===== config.mk =====
export PLATFORM = sky130hd
export DESIGN_NAME = uart_rx_fifo_flat
export DESIGN_NICKNAME = d
export VERILOG_FILES = /design/src/rtl/uart_rx_fifo_pkg.sv /design/src/rtl/uart_rx_fifo_if.sv /design/src/rtl/uart_rx_fifo_sync_fifo.sv /design/src/rtl/uart_rx_fifo.sv /design/src/flat_wrapper.sv
export SDC_FILE = /design/constraint.sdc
export NUM_CORES = 1
export LEC_CHECK = 0
export CAP_MARGIN = 20
export CORE_MARGIN = 2
export CORE_UTILIZATION = 45
export CTS_CLUSTER_SIZE = 10
export DETAILED_ROUTE_END_ITERATION = 8
export PLACE_DENSITY_LB_ADDON = 0.1
export SKIP_LAST_GASP = 1
export SLEW_MARGIN = 10
export SYNTH_ARGS = -nofsm -noshare
export SYNTH_HDL_FRONTEND = slang
export SYNTH_SLANG_ARGS = --single-unit

===== constraint.sdc =====
create_clock -name clk -period 3.7 [get_ports clk]
set_input_delay 0.74 -clock clk [delete_from_list [all_inputs] [get_ports clk]]
set_output_delay 0.74 -clock clk [all_outputs]
set_load 0.05 [all_outputs]

===== src/rtl/uart_rx_fifo_pkg.sv =====
// Shared oversampling constants, receiver state encoding and divisor helpers
// for the UART receive path.
package uart_rx_fifo_pkg;

  localparam int unsigned OSR      = 16;
  localparam int unsigned SAMPLE_A = 7;
  localparam int unsigned SAMPLE_B = 8;
  localparam int unsigned SAMPLE_C = 9;
  localparam int unsigned LAST_SUB = OSR - 1;

  typedef enum logic [2:0] {
    RX_IDLE,
    RX_START,
    RX_DATA,
    RX_STOP,
    RX_BREAK
  } rx_state_e;

  // Rounded clocks-per-tick so the 16x tick tracks the line rate as closely as possible.
  function automatic int unsigned calcDiv(input int unsigned clkFreq, input int unsigned baud);
    return (clkFreq + 8 * baud) / (OSR * baud);
  endfunction

  function automatic logic majority3(input logic a, input logic b, input logic c);
    return (a & b) | (a & c) | (b & c);
  endfunction

endpackage


===== src/rtl/uart_rx_fifo_if.sv =====
// Consumer-facing bundle of the UART receiver: serial input, pop handshake,
// FIFO head/occupancy and the error pulses.
interface uart_rx_fifo_if #(
  parameter int DEPTH = 16
);
  localparam int CW = $clog2(DEPTH) + 1;

  logic          rx;
  logic          rd_en;
  logic          valid;
  logic [7:0]    data;
  logic [CW-1:0] count;
  logic          frame_err;
  logic          overrun;

  modport slave (
    input  rx,
    input  rd_en,
    output valid,
    output data,
    output count,
    output frame_err,
    output overrun
  );

  modport master (
    output rx,
    output rd_en,
    input  valid,
    input  data,
    input  count,
    input  frame_err,
    input  overrun
  );

endinterface


===== src/rtl/uart_rx_fifo_sync_fifo.sv =====
// Show-ahead FIFO: the head entry is always visible, pops and pushes may
// share a cycle, and a push into a full FIFO is kept only alongside a pop.
module sync_fifo #(
  parameter  int WIDTH = 8,
  parameter  int DEPTH = 16,
  localparam int AW    = $clog2(DEPTH),
  localparam int CW    = AW + 1
) (
  input  logic             clk,
  input  logic             rst_n,
  input  logic             push_i,
  input  logic [WIDTH-1:0] pushData_i,
  input  logic             pop_i,
  output logic [WIDTH-1:0] headData_o,
  output logic             full_o,
  output logic             empty_o,
  output logic [CW-1:0]    count_o
);

  logic [CW-1:0]    wrPtr_q, wrPtr_d;
  logic [CW-1:0]    rdPtr_q, rdPtr_d;
  logic [WIDTH-1:0] mem_q [DEPTH];
  logic             popOk;
  logic             pushOk;

  // Pointers carry one extra wrap bit so full and empty are distinguishable.
  assign empty_o    = (wrPtr_q == rdPtr_q);
  assign full_o     = (wrPtr_q[AW] != rdPtr_q[AW]) && (wrPtr_q[AW-1:0] == rdPtr_q[AW-1:0]);
  assign count_o    = wrPtr_q - rdPtr_q;
  assign popOk      = pop_i && !empty_o;
  assign pushOk     = push_i && (!full_o || popOk);
  assign headData_o = empty_o ? '0 : mem_q[rdPtr_q[AW-1:0]];

  always_comb begin
    wrPtr_d = wrPtr_q;
    rdPtr_d = rdPtr_q;
    if (pushOk) wrPtr_d = wrPtr_q + CW'(1);
    if (popOk)  rdPtr_d = rdPtr_q + CW'(1);
  end

  always_ff @(posedge clk or negedge rst_n) begin
    if (!rst_n) begin
      wrPtr_q <= '0;
      rdPtr_q <= '0;
    end else begin
      wrPtr_q <= wrPtr_d;
      rdPtr_q <= rdPtr_d;
    end
  end

  always_ff @(posedge clk) begin
    if (pushOk) mem_q[wrPtr_q[AW-1:0]] <= pushData_i;
  end

endmodule


===== src/rtl/uart_rx_fifo.sv =====
// 8N1 UART receiver with 16x oversampling and 3-sample majority voting,
// feeding received bytes into a show-ahead FIFO with error pulses.
module uart_rx_fifo
  import uart_rx_fifo_pkg::*;
#(
  parameter int unsigned CLKFREQ = 100_000_000,
  parameter int unsigned BAUD    = 115_200,
  parameter int          DEPTH   = 16
) (
  input logic            clk,
  input logic            rst_n,
  uart_rx_fifo_if.slave  bus
);

  localparam int unsigned DIV = calcDiv(CLKFREQ, BAUD);
  localparam int          TW  = (DIV > 1) ? $clog2(DIV) : 1;
  localparam int          CW  = $clog2(DEPTH) + 1;

  rx_state_e      state_q, state_d;
  logic           rxMeta_q, rxs_q;
  logic [TW-1:0]  tickCnt_q, tickCnt_d;
  logic [3:0]     sub_q, sub_d;
  logic [2:0]     bitIdx_q, bitIdx_d;
  logic [7:0]     shift_q, shift_d;
  logic [1:0]     samples_q, samples_d;
  logic           frameErr_q, overrun_q;

  logic           tick;
  logic           vote;
  logic           push;
  logic           frameErrSet;
  logic           fifoFull;
  logic           fifoEmpty;
  logic           popAccepted;
  logic           dropByte;
  logic [7:0]     headData;
  logic [CW-1:0]  fifoCount;

  assign tick = (tickCnt_q == TW'(DIV - 1));
  assign vote = majority3(samples_q[0], samples_q[1], rxs_q);

  // The third vote is the live synchronised sample taken on the sub==9 tick itself.
  always_comb begin
    state_d     = state_q;
    tickCnt_d   = tickCnt_q;
    sub_d       = sub_q;
    bitIdx_d    = bitIdx_q;
    shift_d     = shift_q;
    samples_d   = samples_q;
    push        = 1'b0;
    frameErrSet = 1'b0;

    if (state_q == RX_START || state_q == RX_DATA || state_q == RX_STOP) begin
      tickCnt_d = tick ? '0 : tickCnt_q + TW'(1);
      if (tick) begin
        sub_d = sub_q + 4'd1;
        if (sub_q == 4'(SAMPLE_A)) samples_d[0] = rxs_q;
        if (sub_q == 4'(SAMPLE_B)) samples_d[1] = rxs_q;
      end
    end

    case (state_q)
      RX_IDLE: begin
        if (!rxs_q) begin
          state_d   = RX_START;
          tickCnt_d = '0;
          sub_d     = '0;
        end
      end
      RX_START: begin
        if (tick) begin
          if (sub_q == 4'(SAMPLE_C) && vote) begin
            state_d = RX_IDLE;
          end else if (sub_q == 4'(LAST_SUB)) begin
            state_d  = RX_DATA;
            bitIdx_d = '0;
          end
        end
      end
      RX_DATA: begin
        if (tick) begin
          if (sub_q == 4'(SAMPLE_C)) shift_d = {vote, shift_q[7:1]};
          if (sub_q == 4'(LAST_SUB)) begin
            if (bitIdx_q == 3'd7) state_d = RX_STOP;
            else                  bitIdx_d = bitIdx_q + 3'd1;
          end
        end
      end
      RX_STOP: begin
        // Leaving mid stop bit leaves room to catch a back-to-back start edge.
        if (tick && sub_q == 4'(SAMPLE_C)) begin
          if (vote) begin
            push    = 1'b1;
            state_d = RX_IDLE;
          end else begin
            frameErrSet = 1'b1;
            state_d     = RX_BREAK;
          end
        end
      end
      RX_BREAK: begin
        if (rxs_q) state_d = RX_IDLE;
      end
      default: state_d = RX_IDLE;
    endcase
  end

  always_ff @(posedge clk or negedge rst_n) begin
    if (!rst_n) begin
      rxMeta_q   <= 1'b1;
      rxs_q      <= 1'b1;
      state_q    <= RX_IDLE;
      tickCnt_q  <= '0;
      sub_q      <= '0;
      bitIdx_q   <= '0;
      shift_q    <= '0;
      samples_q  <= '0;
      frameErr_q <= 1'b0;
      overrun_q  <= 1'b0;
    end else begin
      rxMeta_q   <= bus.rx;
      rxs_q      <= rxMeta_q;
      state_q    <= state_d;
      tickCnt_q  <= tickCnt_d;
      sub_q      <= sub_d;
      bitIdx_q   <= bitIdx_d;
      shift_q    <= shift_d;
      samples_q  <= samples_d;
      frameErr_q <= frameErrSet;
      overrun_q  <= dropByte;
    end
  end

  assign popAccepted = bus.rd_en && !fifoEmpty;
  assign dropByte    = push && fifoFull && !popAccepted;

  sync_fifo #(
    .WIDTH (8),
    .DEPTH (DEPTH)
  ) u_fifo (
    .clk        (clk),
    .rst_n      (rst_n),
    .push_i     (push),
    .pushData_i (shift_q),
    .pop_i      (bus.rd_en),
    .headData_o (headData),
    .full_o     (fifoFull),
    .empty_o    (fifoEmpty),
    .count_o    (fifoCount)
  );

  assign bus.valid     = !fifoEmpty;
  assign bus.data      = headData;
  assign bus.count     = fifoCount;
  assign bus.frame_err = frameErr_q;
  assign bus.overrun   = overrun_q;

endmodule

===== src/flat_wrapper.sv =====
// flat-port wrapper written by rule: the top's interface ports become plain ports
module uart_rx_fifo_flat import uart_rx_fifo_pkg::*;
#(
  parameter int unsigned CLKFREQ = 100_000_000,
  parameter int unsigned BAUD    = 115_200,
  parameter int          DEPTH   = 16
)
  (clk, rst_n, bus_rx, bus_rd_en, bus_valid, bus_data, bus_count, bus_frame_err, bus_overrun);
  uart_rx_fifo_if #(.DEPTH(DEPTH)) bus_i ();
  input logic clk;
  input logic rst_n;
  input wire logic [$bits(bus_i.rx)-1:0] bus_rx;
  input wire logic [$bits(bus_i.rd_en)-1:0] bus_rd_en;
  output wire logic [$bits(bus_i.valid)-1:0] bus_valid;
  output wire logic [$bits(bus_i.data)-1:0] bus_data;
  output wire logic [$bits(bus_i.count)-1:0] bus_count;
  output wire logic [$bits(bus_i.frame_err)-1:0] bus_frame_err;
  output wire logic [$bits(bus_i.overrun)-1:0] bus_overrun;
  assign bus_i.rx = bus_rx;
  assign bus_i.rd_en = bus_rd_en;
  assign bus_valid = bus_i.valid;
  assign bus_data = bus_i.data;
  assign bus_count = bus_i.count;
  assign bus_frame_err = bus_i.frame_err;
  assign bus_overrun = bus_i.overrun;
  uart_rx_fifo #(.CLKFREQ(CLKFREQ), .BAUD(BAUD), .DEPTH(DEPTH)) u_core (.clk(clk), .rst_n(rst_n), .bus(bus_i));
endmodule

# Yosys cells after proc, flatten, opt, wreduce, memory -nomap -nowiden
# Memories as Yosys holds them, arrays and structs flattened.
# Cells that the tools add are included.
[word_totals]
register_bits = 40
mem_count = 1
ramBits = 128
wordCells = 104
in_bits = 4
out_inout_bits = 16
[classes]
bitwise_logic = 5
n_addsub = 6
n_reduce_logical = 20
n_eq_ne = 24
mux = 35
[mem_list]
columns = ["memory", "depth", "word_bits", "rd", "rd_clocked_by_memory_dff", "wr", "line", "text"]
rows = [
  ["u_core.u_fifo.mem_q", 16, 8, 1, 0, 1, "uart_rx_fifo_sync_fifo.sv:22", "logic [WIDTH-1:0] mem_q [DEPTH];"],
]
[op_table]
columns = ["op", "n"]
rows = [
  ["$mux W3", 16],
  ["$mux W6", 4],
  ["$mux W4", 4],
  ["$pmux W3 S5", 1],
  ["$ne A2 B2 Y1 const B", 7],
  ["$eq A4 B4 Y1 const B", 3],
  ["$add A5 B1 Y5 const B", 2],
  ["$reduce_and A3 Y1", 3],
  ["$mux W1", 8],
  ["$mux W8", 1],
  ["$reduce_and A8 Y1", 1],
  ["$logic_and A1 B1 Y1", 7],
  ["$reduce_and A7 Y1", 1],
  ["$add A6 B1 Y6 const B", 1],
  ["$eq A3 B2 Y1 const B", 2],
  ["$eq A3 B3 Y1 const B", 2],
  ["$eq A6 B6 Y1 const B", 1],
  ["$ne A2 B1 Y1 const B", 3],
  ["$pmux W3 S2", 1],
  ["$eq A5 B5 Y1", 1],
  ["$sub A5 B5 Y5", 1],
  ["$add A4 B1 Y4 const B", 1],
  ["$eq A4 B3 Y1 const B", 1],
  ["$eq A4 B4 Y1", 1],
  ["10 further kinds", 17],
]

# Longest topological paths before layout
# Gate-level depths: netlist (run 1).
[depth]
depth_word = 9
ltp_mapped = 9
depth_no_buf = 7

# Modules after synthesis
# Synthesis (run 1) repeated with hierarchy kept, for this count alone.
[hier_totals]
cells_unflattened = 423
hier_area_um2 = 7285.7
[by_module_without_submodules]
columns = ["module", "seq_area_each_um2", "instances", "area_per_inst_um2", "cells_per_inst"]
rows = [
  ["sync_fifo", 4093.9, 1, 5699.2, 279],
  ["uart_rx_fifo", 753.2, 1, 1586.5, 144],
]

# Worst setup path before layout (run 1)
# No wires, ideal clock.
[synth_timing]
path_type = "reg-to-output"
startpoint = "reg u_core.u_fifo.rdPtr_q[3]"
endpoint = "out bus_data[6]"
slack_ns = -0.057
t_arrival_ns = 3.017
path_stages_with_launch = 8
required_time_ns = 2.960
path_buffers = 1
cell_sequence = "dfrtp_1 inv_2 buf_1 ha_1 and4_1 nand2_1 nand2_1 o22ai_1"
[synth_between]
elab_chain_len = 2
elab_cells_between_ends = 3
[synth_rtl]
columns = ["item", "line", "text"]
rows = [
  ["start, declared", "uart_rx_fifo_sync_fifo.sv:21", "logic [CW-1:0] rdPtr_q, rdPtr_d;"],
  ["start signal, assigned", "uart_rx_fifo_sync_fifo.sv:47", "rdPtr_q <= rdPtr_d;"],
  ["$mem_v2 Z16 W8 / $eq A5 B5 Y1 (equally long branches)", "-", ""],
  ["$mux W8 (*)", "uart_rx_fifo_sync_fifo.sv:32", "assign headData_o = empty_o ? '0 : mem_q[rdPtr_q[AW-1:0]];"],
  ["end, declared", "flat_wrapper.sv:15", "output wire logic [$bits(bus_i.data)-1:0] bus_data;"],
]
# Mark *: on every way between the ends. The rest lies on a longest branch, timed or not.

# Worst setup path after layout (run 1)
[layout_timing]
startpoint = "reg u_core.u_fifo.wrPtr_q[0]"
endpoint = "out bus_count[2]"
[layout_between]
elab_chain_len = 1
[layout_rtl]
columns = ["item", "line", "text"]
rows = [
  ["start, declared", "uart_rx_fifo_sync_fifo.sv:20", "logic [CW-1:0] wrPtr_q, wrPtr_d;"],
  ["start signal, assigned", "uart_rx_fifo_sync_fifo.sv:46", "wrPtr_q <= wrPtr_d;"],
  ["$sub A5 B5 Y5", "uart_rx_fifo_sync_fifo.sv:29", "assign count_o = wrPtr_q - rdPtr_q;"],
  ["end, declared", "flat_wrapper.sv:16", "output wire logic [$bits(bus_i.count)-1:0] bus_count;"],
]
# Every way passes these cells.

==> results of run 1 <==
-- how the worst min path moves through the flow --
| stage | startpoint | to | slack [ns] | cells after the start |
|---|---|---|---|---|
| floorplan | u_core.rxMeta_q$_DFF_PN1_ | u_core.rxs_q$_DFF_PN1_ | 0.35 | 0 |
| global placement | u_core.rxMeta_q$_DFF_PN1_ | u_core.rxs_q$_DFF_PN1_ | 0.35 | 0 |
| detailed placement | u_core.rxMeta_q$_DFF_PN1_ | u_core.rxs_q$_DFF_PN1_ | 0.35 | 0 |
| CTS | u_core.rxMeta_q$_DFF_PN1_ | u_core.rxs_q$_DFF_PN1_ | 0.36 | 0 |
| global route | u_core.rxMeta_q$_DFF_PN1_ | u_core.rxs_q$_DFF_PN1_ | 0.36 | 0 |
| finish | u_core.rxMeta_q$_DFF_PN1_ | u_core.rxs_q$_DFF_PN1_ | 0.36 | 0 |
-- per-layer routing --
layer,vias up,global-route usage (%)
met3,14,3.65
li1,1639,-
met4,0,7.02
met1,1807,24.9
met5,-,0
met2,56,27.8
-- registers in the layout (all words and copies together), names as in the netlist --
name                   flops
u_core.u_fifo.mem_q      128
u_core.shift_q             8
u_core.tickCnt_q           6
u_core.u_fifo.rdPtr_q      5
u_core.u_fifo.wrPtr_q      5
u_core.sub_q               4
u_core.bitIdx_q            3
u_core.state_q             3
u_core.samples_q           2
u_core.bus.frame_err       1
u_core.bus.overrun         1
u_core.rxMeta_q            1
u_core.rxs_q               1
-- area by class of cell --
| type | instances | area share (%) |
|---|---|---|
| well taps | 216 | 3.29 |
| repair buffers | 22 | 3.83 |
| inverters | 16 | 0.730 |
| clock inverters | 15 | 1.92 |
| flip-flops and latches | 168 | 58.9 |
| multi-input cells | 208 | 26.1 |
| clock buffers | 17 | 5.17 |
-- power breakdown --
part	switching (W)	internal, W	total [W]
clock network	0.000706	0.00105	0.00176
registers	0.0000336	0.00204	0.00207
logic	0.000750	0.000533	0.00128
total	0.00149	0.00362	0.00511
-- through the flow --
step	worst slack, ns	instances	instance area [µm²]	hold WS (ns)
final	0.342	662	8230	0.357
after global routing	0.218	662	8230	0.365
after CTS	0.328	662	8230	0.358
after detailed placement	0.815	630	7640	0.348
after global placement	0.871	630	7640	0.346
after floorplan	-0.0568	406	7130	0.345
-- Yosys cell counts (all sizes together) (4+ instances only) --
master	count	area, µm²
mux2	12	135
nor2b	4	25.0
mux4	32	721
xor2	6	52.6
edfxtp	128	3840
xnor2	13	114
nand3	5	25.0
clkbuf	6	22.5
nand2	15	56.3
dfrtp	38	951
mux2i	19	190
and3	12	75.1
nor3	11	76.3
a21oi	6	30.0
nor2	11	41.3
nor4	5	67.6
ha	16	200
nand4	4	40.0
o22ai	9	56.3
inv	16	60.1
and2	5	31.3
buf	8	51.3
-- logic make-up after synthesis --
| logic type | synth area share, % |
|---|---|
| adders and majority gates | 3.23 |
| muxes | 14.7 |
| AOI/OAI and AO/OA | 2.26 |
| and+or+nand+nor | 7.65 |
| buffers and inverters | 1.88 |
| DFF | 68.0 |
| xor gates and xnor gates | 2.33 |
==> qor.csv, run 1 <==
stage,metric,value,unit
status,status,"finished, final reports clean",
worst_setup_path,cp.depth,5,
synthesis,async_flop_share,23.8,%
synthesis,syn_area,7130,µm²
finish,diodes,0,
timing,slew_viol_final,0,
worst_setup_path,path_buf_inv,2,
cts,htreeDepth,4,
worst_setup_path,rrSetupSlack,0.89,ns
timing,hold_violations,0,
place,io_buffer_count,19,
timing,setup_tns,0,ns
route,drc,0,
worst_setup_path,start_kind,flop,
finish,layout_commonest_cell,edfxtp_1,
finish,synthToLayoutAreaGrowth,15.4,%
cts,cts_setup_buffers,0,
timing,worstMarginPinSlew,0.909,ns
cts,clock_latency,0.42,ns
finish,fill_cells,1304,
finish,layout_common_cells,"128 x edfxtp_1, 37 x dfrtp_1, 32 x mux4_2",
place,gp_congestion,0.760,
synthesis,synth_seq_cells,168,
hold_path,hold_path.class,flop to flop,
finish,multi_input_area,2150,µm²
route,wl_met2,6580,µm
timing,setup_viol,0,
cts,cts_tree,yes,
route,antenna_left,0,
finish,utilization,52.4,%
synthesis,ys_seq_area_share,68.0,%
grt,grt_max_degree,41,
grt,grt_pass1_wl,21400,µm
cts,clockBufferDepth,2,
route,routed_via_density,5.31,
power_and_ir_drop,ir_drop,0.000900,V
cts,postCtsResizedCells,0,
cts,cts_hold_buffers,0,
synthesis,syn-num-nets,427,
route,route.met3.wl,412,µm
timing,max_freq,298,MHz
worst_setup_path,path_class,flop to output pin,
timing,skew,0.00666,ns
synthesis,synth_cells,406,
grt,grt_pass1_vias,3636,
timing,rsz0062_at_grt,no,
worst_setup_path,max_stage_delay,0.83,ns
timing,slew_headroom,38.9,%
grt,overflow,0,
worst_setup_path,worst-endpoint-required,2.96,ns
finish,final_layout_size_suffix_gt1_share,22.4,%
power_and_ir_drop,p_per_area,621,nW/µm²
worst_setup_path,worst_path_max_delay_cell,clkdlybuf4s50_1,
synthesis,synth_edf_count,128,
cts,clock_sinks,168,
worst_setup_path,crit_fanout,4,
worst_setup_path,worstReg2RegStart,u_core.tickCnt_q[1]$_DFF_PN0_,
timing,fin_crit,3.36,ns
worst_setup_path,timing.rr.end,u_core.u_fifo.mem_q[9][0]$_DFFE_PP_,
synthesis,ys_warn_count,0,
route,dr.first_iter.drc_count,312,
worst_setup_path,crit_family,buffers and inverters,
route,finalWirelength,13700,µm
worst_setup_path,r2r.worst_path.cells,6,
synthesis,ys.flop_type,edfxtp_1,
grt,grt_use_total,17.8,%
die,initial_utilization,45.4,%
finish,nets,454,
die,core,15700,µm²
timing,finalCritPeriodShare,90.8,%
cts,clkTransAtPathRegs,0.06,ns
cts,cts_root_buf,clkbuf_16,
job,cap_violations,0,
worst_setup_path,critPathLaunch,u_core.u_fifo.wrPtr_q[0]$_DFFE_PN0P_,
synthesis,avgSynthCellArea,17.6,µm²
die,die_area,16900,µm²
worst_setup_path,cp-end-kind,output pin,
place,hpwl,8770,µm
die,dieWidth,130,µm
die,rows,46,
route,routed.top_layer,met4,
die,ioPinCount,20,
route,wl_per_cell,20.6,µm
worst_setup_path,arrival,2.62,ns
die,fp.dieH,130,µm
worst_setup_path,worstSetupEndpoint,bus_count[2],
cts,cts_made_buffers,17,
power_and_ir_drop,p_leak,3.26,nW
route,num_vias,3516,
synthesis,synth.distinct_cells,49,
route,first_pass_iters,4,
grt,grt_antenna_before_repair,0,
worst_setup_path,worstPathCellList,inv_1 > ha_1 > fa_1 > xnor2_1 > clkdlybuf4s50_1,
route,met1Wirelength,6480,µm
finish,ff_latch_area,4850,µm²
power_and_ir_drop,power.total,0.00511,W
Power figures use the tool's default switching activity.
==> run 2: changes to the inputs <==
--- a/config.mk
+++ b/config.mk
@@ -5,11 +5,14 @@
 export SDC_FILE = /design/constraint.sdc
 export NUM_CORES = 1
 export LEC_CHECK = 0
+export ABC_CLOCK_PERIOD_IN_PS = 3700
 export CAP_MARGIN = 20
 export CORE_MARGIN = 2
 export CORE_UTILIZATION = 45
 export CTS_CLUSTER_SIZE = 10
 export DETAILED_ROUTE_END_ITERATION = 8
+export GPL_TIMING_DRIVEN = 0
+export HOLD_SLACK_MARGIN = 0.02
 export PLACE_DENSITY_LB_ADDON = 0.1
 export SKIP_LAST_GASP = 1
 export SLEW_MARGIN = 10
==> qor.csv, run 2 (synthesis results as in run 1) <==
stage,metric,value,unit
grt,grt_use_total,18.3,%
route,first_pass_iters,4,
timing,setup_tns,0,ns
finish,synthToLayoutAreaGrowth,15.7,%
finish,nets,466,
finish,layout_commonest_cell,edfxtp_1,
worst_setup_path,start_kind,flop,
power_and_ir_drop,combPwrFrac,22.9,%
grt,overflow,0,
grt,grt_antenna_before_repair,0,
worst_setup_path,crit_fanout,10,
cts,clkTransAtPathRegs,0.06,ns
route,antenna_left,0,
cts,cts_setup_buffers,0,
cts,cts_root_buf,clkbuf_16,
finish,final_layout_size_suffix_gt1_share,23.4,%
grt,grt_max_degree,31,
die,dieWidth,130,µm
timing,rsz0062_at_grt,yes,
finish,layout_common_cells,"128 x edfxtp_1, 38 x dfrtp_1, 32 x mux4_2",
route,drc,0,
worst_setup_path,arrival,2.80,ns
place,gp_congestion,0.763,
finish,diodes,0,
power_and_ir_drop,clock_power_share,37.0,%
die,rows,46,
timing,whs,0.185,ns
power_and_ir_drop,ir_drop,0.000622,V
timing,setup_viol,0,
finish,largest_register_ffs,128,
timing,fin_crit,3.54,ns
power_and_ir_drop,p_sw,0.00150,W
timing,slew_headroom,32.5,%
die,core,15700,µm²
timing,finalCritPeriodShare,95.6,%
route,wl_per_cell,21.1,µm
place,io_buffer_count,19,
power_and_ir_drop,p_sw_share,28.9,%
cts,cts_made_buffers,17,
timing,worstMarginPinSlew,1.00,ns
worst_setup_path,worst-endpoint-required,2.96,ns
timing,max_freq,283,MHz
die,fp.dieH,130,µm
route,routed_via_density,5.41,
cts,cts_hold_buffers,0,
cts,htreeDepth,4,
job,cap_violations,0,
place,hpwl,9190,µm
cts,cts_tree,yes,
power_and_ir_drop,p_leak,3.31,nW
grt,grt_pass1_vias,3745,
worst_setup_path,path_class,flop to output pin,
timing,slew_viol_final,0,
die,ioPinCount,20,
grt,grt_pass1_wl,21900,µm
route,dr.first_iter.drc_count,299,
cts,clock_sinks,168,
cts,clockBufferDepth,2,
power_and_ir_drop,p_per_area,628,nW/µm²
status,status,"finished, final reports clean",
power_and_ir_drop,p_int,0.00368,W
die,initial_utilization,45.4,%
route,num_vias,3648,
die,die_area,16900,µm²
worst_setup_path,cp-end-kind,output pin,
power_and_ir_drop,seqPwrFrac,40.1,%
route,finalWirelength,14200,µm
timing,hold_violations,0,
cts,clock_latency,0.42,ns
hold_path,hold_path.class,primary input to asynchronous set/reset pin,
timing,skew,0.00787,ns
## run 2: timing repair
| action | CTS | global route |
|---|---|---|
| resized for setup | 42 | 16 |
| endpoints found under the setup margin | 75 | 10 |
| pin swaps | 0 | 0 |
| hold endpoints to repair | 0 | 0 |
## run 2: power by group through the flow
stage / logic [W] / registers [W] / clock network, W
6_report: 0.00119 / 0.00208 / 0.00191
5_1_grt: 0.00128 / 0.00208 / 0.00202
4_1_cts: 0.00121 / 0.00207 / 0.00194
3_5_place_dp: 0.00121 / 0.00211 / 0
3_3_place_gp: 0.00121 / 0.00211 / 0
2_1_floorplan: 0.000855 / 0.00210 / 0
## run 2: cell type report
cell class | instances | area, µm²
Fill cell | 1284 | 7460
Sequential cell | 168 | 4850
Multi-Input combinational cell | 208 | 2150
Clock buffer | 22 | 518
Tap cell | 216 | 270
Timing Repair Buffer | 20 | 174
Clock inverter | 10 | 135
Buffer | 14 | 86.3
Inverter | 16 | 62.6
## run 2: critical path, cell delays in order, from the launching register on
cell	delay, ns
dfrtp_1	0.39
clkbuf_2	0.24
buf_4	0.24
inv_1	0.07
ha_1	0.30
and4_1	0.18
nand2_1	0.14
nand2_2	0.17
o22ai_1	0.31
clkbuf_4	0.30
## run 2: final timing paths
| path | slack [ns] | cells after the start | from | to |
|---|---|---|---|---|
| worst min-delay path | 0.19 | 1 | rst_n | u_core.samples_q[0]$_DFFE_PN0P_ |
| worst max-delay path | 0.16 | 9 | u_core.u_fifo.rdPtr_q[1]$_DFFE_PN0P_ | bus_data[6] |
| min in group clk | 0.36 | 0 | u_core.rxMeta_q$_DFF_PN1_ | u_core.rxs_q$_DFF_PN1_ |
| worst min register to register | 0.36 | 0 | u_core.rxMeta_q$_DFF_PN1_ | u_core.rxs_q$_DFF_PN1_ |
| worst max register to register | 0.66 | 9 | u_core.u_fifo.rdPtr_q[1]$_DFFE_PN0P_ | u_core.u_fifo.mem_q[8][0]$_DFFE_PP_ |
| max in group asynchronous | 3.01 | 2 | rst_n | u_core.rxMeta_q$_DFF_PN1_ |
## run 2: layer usage
metal  share of wire [%]  GRT usage [%]  wire [µm]  vias up
li1                    -              -          -     1667
met1                  48           26.3       6870     1884
met4                 1.4           6.83        202        0
met5                   0              0          0        -
met3                 4.0           3.53        568       13
met2                  46           28.1       6550       84
## run 2: through the flow
| stage | power [W] | setup WS (ns) | std cells | area [µm²] | utilization, % |
|---|---|---|---|---|---|
| after floorplan | 0.00296 | -0.0568 | 406 | 7130 | - |
| after global placement | 0.00332 | -0.664 | 641 | 7590 | 48.3 |
| after detailed placement | 0.00332 | -0.690 | 642 | 7610 | 48.4 |
| after CTS | 0.00523 | 0.00236 | 674 | 8260 | 52.6 |
| after global routing | 0.00537 | -0.0353 | 674 | 8250 | 52.5 |
| final | 0.00518 | 0.164 | 674 | 8250 | 52.5 |
